File: src/rtl/shift_seq_pkg.sv
// Shared types and width helpers for the serial shift sequencer.
package shift_seq_pkg;

  typedef enum logic [1:0] {
    IDLE,
    SHIFT,
    WAIT_RX
  } state_t;

  function automatic int bit_cnt_w(input int length);
    return $clog2(length + 1);
  endfunction

  function automatic int div_cnt_w(input int div);
    return (div <= 2) ? 1 : $clog2(div);
  endfunction

endpackage

File: src/rtl/shift_seq_div.sv
// Bit-period divider: tick marks the last clock of each bit period.
module shift_seq_div
  import shift_seq_pkg::*;
#(
  parameter int DIV = 4
) (
  input  logic clk,
  input  logic rst_n,
  input  logic en,
  input  logic clr,
  output logic tick
);

  localparam int W = div_cnt_w(DIV);

  logic [W-1:0] cnt;

  assign tick = en && (cnt == W'(DIV - 1));

  always_ff @(posedge clk) begin
    if (!rst_n) begin
      cnt <= '0;
    end else if (clr) begin
      cnt <= '0;
    end else if (en) begin
      cnt <= tick ? '0 : cnt + 1'b1;
    end
  end

endmodule

File: src/rtl/shift_seq_ctrl.sv
// Full-duplex shift sequencer: parallel word out LSB-first on dout,
// din captured into the same register and returned as rx_data.
module shift_seq_ctrl
  import shift_seq_pkg::*;
#(
  parameter int LENGTH = 8,
  parameter int DIV    = 4
) (
  input  logic              clk,
  input  logic              rst_n,
  input  logic [LENGTH-1:0] tx_data,
  input  logic              tx_valid,
  output logic              tx_ready,
  input  logic              abort,
  input  logic              din,
  output logic              dout,
  output logic              shift_tick,
  output logic              busy,
  output logic [LENGTH-1:0] rx_data,
  output logic              rx_valid,
  input  logic              rx_ready
);

  localparam int BW = bit_cnt_w(LENGTH);

  state_t            state;
  state_t            state_nxt;
  logic [LENGTH-1:0] sh;
  logic [BW-1:0]     bit_cnt;
  logic              tick;
  logic              accept;
  logic              last;

  assign accept     = (state == IDLE) && tx_valid;
  assign last       = tick && (bit_cnt == BW'(LENGTH - 1));
  assign shift_tick = tick;

  shift_seq_div #(
    .DIV (DIV)
  ) u_div (
    .clk   (clk),
    .rst_n (rst_n),
    .en    (state == SHIFT),
    .clr   (abort || accept),
    .tick  (tick)
  );

  always_ff @(posedge clk) begin
    if (!rst_n) begin
      state <= IDLE;
    end else begin
      state <= state_nxt;
    end
  end

  always_comb begin
    state_nxt = state;
    tx_ready  = 1'b0;
    busy      = 1'b0;
    dout      = 1'b0;
    unique case (state)
      IDLE: begin
        tx_ready = 1'b1;
        if (tx_valid) state_nxt = SHIFT;
      end
      SHIFT: begin
        busy = 1'b1;
        dout = sh[0];
        if (abort) state_nxt = IDLE;
        else if (last) state_nxt = WAIT_RX;
      end
      WAIT_RX: begin
        if (rx_ready) state_nxt = IDLE;
      end
      default: state_nxt = IDLE;
    endcase
  end

  // abort outranks a tick landing on the same edge
  always_ff @(posedge clk) begin
    if (!rst_n) begin
      sh       <= '0;
      bit_cnt  <= '0;
      rx_data  <= '0;
      rx_valid <= 1'b0;
    end else begin
      unique case (state)
        IDLE: begin
          if (tx_valid) begin
            sh      <= tx_data;
            bit_cnt <= '0;
          end
        end
        SHIFT: begin
          if (abort) begin
            sh      <= '0;
            bit_cnt <= '0;
          end else if (tick) begin
            sh      <= {din, sh[LENGTH-1:1]};
            bit_cnt <= bit_cnt + 1'b1;
            if (last) begin
              rx_data  <= {din, sh[LENGTH-1:1]};
              rx_valid <= 1'b1;
            end
          end
        end
        WAIT_RX: begin
          if (rx_ready) rx_valid <= 1'b0;
        end
        default: ;
      endcase
    end
  end

endmodule
File: config.mk
export PLATFORM = sky130hd
export DESIGN_NAME = shift_seq_ctrl
export DESIGN_NICKNAME = d
export VERILOG_FILES = /design/src/rtl/shift_seq_pkg.sv /design/src/rtl/shift_seq_div.sv /design/src/rtl/shift_seq_ctrl.sv
export SDC_FILE = /design/constraint.sdc
export NUM_CORES = 1
export LEC_CHECK = 0
export CAP_MARGIN = 20
export CORE_ASPECT_RATIO = 1.75
export CORE_UTILIZATION = 44
export CTS_CLUSTER_DIAMETER = 150
export DETAILED_ROUTE_END_ITERATION = 8
export PLACE_DENSITY = 0.75
export SYNTH_ARGS = -nofsm -noshare
export SYNTH_HDL_FRONTEND = slang
export SYNTH_HIERARCHICAL = 1
export SYNTH_SLANG_ARGS = --single-unit
File: constraint.sdc
create_clock -name clk -period 1.8 [get_ports clk]
set_input_delay 0.36 -clock clk [delete_from_list [all_inputs] [get_ports clk]]
set_output_delay 0.36 -clock clk [all_outputs]
set_load 0.005 [all_outputs]
==> metrics.txt <==
P per Cell Area 667 nW/um^2; Worst setup EP type flip-flop; register area share after synthesis 41.0%; Worst-path clk slew 0.09 ns; number of port buffers 26; slew margin rel. ~66%; Mapped Nets between 150 and 200; number of antenna violations at the first check in global routing 0; site row count 24; CTS tree yes; die area roughly 3000 um^2; Pleak 0.000633 uW; biggest cell delay along the critical path between 0.3 and 0.4 ns; first-pass GRT wire length ~5500 um; Starting Density 47.8%; Placer Congestion 0.817; vias in the first global route 1222; Primary FF master, synth dfxtp_1; root buffer cell clkbuf_8; Placed Instances 191; DR vias 1212; Final Hold Fails 0; clk sinks 25; Worst-Margin Slew just over 0.5 ns; Post-Syn Area approximately 1200 um^2; CTS Buf Count 3; final total negative setup slack 0 ns; CP Launch Type flip-flop; CP arrival 1.87 ns; die height 71.7 um; NumNets Final roughly 190; DPL Wire Length 2290 um; layout cells sized above 1 18.4%; DR WL/cell 16.2 um; fin cells 200; Max IR drop VDD 478 uV; status completed; Period minus WS final 1.69 ns; Seq cells post-synth 25; asr flop ratio synth 0%; DRC 0; Post-synth EDFFs 0; max-cap viol count 0; fmax 0.593 GHz; Yosys warnings 6; Int Power 828 uW; Core Area approximately 2600 um^2; CP max FO 8; fin crit share 93.7%; Skew-Pair Late Insertion Delay 0.27 ns; most common cell in the netlist a21oi_1; Remaining Overflow, GRT 0; Pre-antenna DRT Iters 4; synth top area cells dfxtp_1 (41%), a21oi_1 (12%), nor4bb_1 (6.6%); largest net degree at the start of global routing 22; Worst path slowest cell dfxtp_2; clock group share of total power a little under a third; Critical Path RT around 2 ns; all-layer global routing usage 23.0%; worst hold slack about 0.49 ns; CTS Hold Buffers Added 0; Layout area overhead 37.0%; top-area cell type share of the netlist area 41.0%; total power around 1100 uW; H-tree levels 1; Combinational Power Share 16.7%; sequential share of power 52.9%; Cell Chain, Critical Path ha_1 > and2_4 > buf_4 > nor3b_4 > nor2_2 > a211oi_1; worst min path class reg2reg; # diodes 0; Slew Limit Fails 0; crit path kind reg2reg; Clock Skews roughly 0.0016 ns; final setup margin 0.114 ns; Sw Pwr 287 uW; DR vias/cell roughly 6.1; Die W 41.8 um; Clock Tree Buf Depth 2; Syn Inst Count 141; unique cell type count in the Yosys netlist 32; RSZ-0062 raised after global routing no; final wirelength 3250 um; synth cell count leaders a21oi_1 (29), dfxtp_1 (25), o21ai_0 (11); Net Sw Frac between 20% and 30%; # IOs 27; drt initial violations 47; synthesized area per cell 8.65 um^2; area leader, netlist dfxtp_1; antenna viol nets, final 0; fillers roughly 220; Placement Setup Slack -0.225 ns; # setup viols final 0
==> final cells by class <==
cell class | count | area, um^2 | area share [%]
clock buffers | 3 | 41.3 | 2.47
clock inverters | 1 | 5.00 | 0.299
inverters | 3 | 13.8 | 0.823
multi-input cells | 101 | 687 | 41.1
flip-flops and latches | 25 | 505 | 30.2
well taps | 26 | 32.5 | 1.95
repair buffers | 41 | 387 | 23.1
==> layer usage <==
layer | vias up | part of all wire (%) | routed length, um | GRT usage [%]
met4 | 0 | 1.9 | 62 | 8.24
met1 | 579 | 39 | 1280 | 25.6
met5 | - | 0 | 0 | 0
met2 | 30 | 55 | 1770 | 42.9
met3 | 8 | 4.2 | 136 | 3.27
li1 | 595 | - | - | -
==> critical path: cells and delay by family (launching register included) <==
kind            cells  cell delay, ns
compound gates      1            0.27
buf+inv             1            0.15
flops               1            0.34
simple gates        3            0.63
fa+ha+maj           1            0.20
==> sequential cells by signal, summed over array words and instances, names as in the netlist <==
signal,flops
rx_data,8
rx_valid,1
u_div/cnt,2
bit_cnt,4
sh,8
state,2
==> per-stage QoR <==
step	util [%]	instance area [um^2]
2_1_floorplan	-	1230
3_3_place_gp	60.4	1540
3_5_place_dp	60.4	1540
4_1_cts	64.5	1650
5_1_grt	65.5	1670
6_report	65.5	1670
==> final timing paths <==
path | startpoint | end | slack, ns | cells past startpoint
max | u_div/cnt[0] | sh[2] | 0.11 | 6
min | rx_data[5] | rx_data[5] | 0.49 | 2
max reg2reg | u_div/cnt[0] | sh[2] | 0.11 | 6
min reg2reg | rx_data[5] | rx_data[5] | 0.49 | 2
==> cells in the final DEF (no fill, tap or decap), types with 4 or more instances in the layout <==
master	Yosys	final
dfxtp_2	0	4
nand3_1	9	9
dfxtp_1	25	21
o21ai_0	11	11
dlymetal6s2s_1	0	4
buf_4	1	14
a21oi_1	29	29
clkdlybuf4s50_1	0	22
nor4bb_1	8	8
a211oi_1	8	8
==> kinds of logic (layout without fill, tap and decap cells) <==
family / after synthesis / in the layout / synth area share, %
AO/OA/AOI/OAI: 56 / 56 / 26.6
flip-flops: 25 / 25 / 41.0
AND/OR/NAND/NOR: 41 / 41 / 23.7
multiplexers: 2 / 2 / 1.64
adder cells (fa/ha/maj): 2 / 2 / 2.05
buffers and inverters: 15 / 48 / 5.02
==> power groups by stage <==
stage	logic [uW]	clock network [uW]	registers, uW
2_1_floorplan	102	0	596
3_3_place_gp	166	0	601
4_1_cts	184	341	590
3_5_place_dp	170	0	601
6_report	187	338	591
5_1_grt	202	364	594
==> what timing repair did <==
| item | 4_1_cts | 5_1_grt |
|---|---|---|
| setup endpoints to repair | 3 | 11 |
| resized for setup | 7 | 8 |
| setup buffers | 4 | 1 |
(Power assumes the default switching activity.)
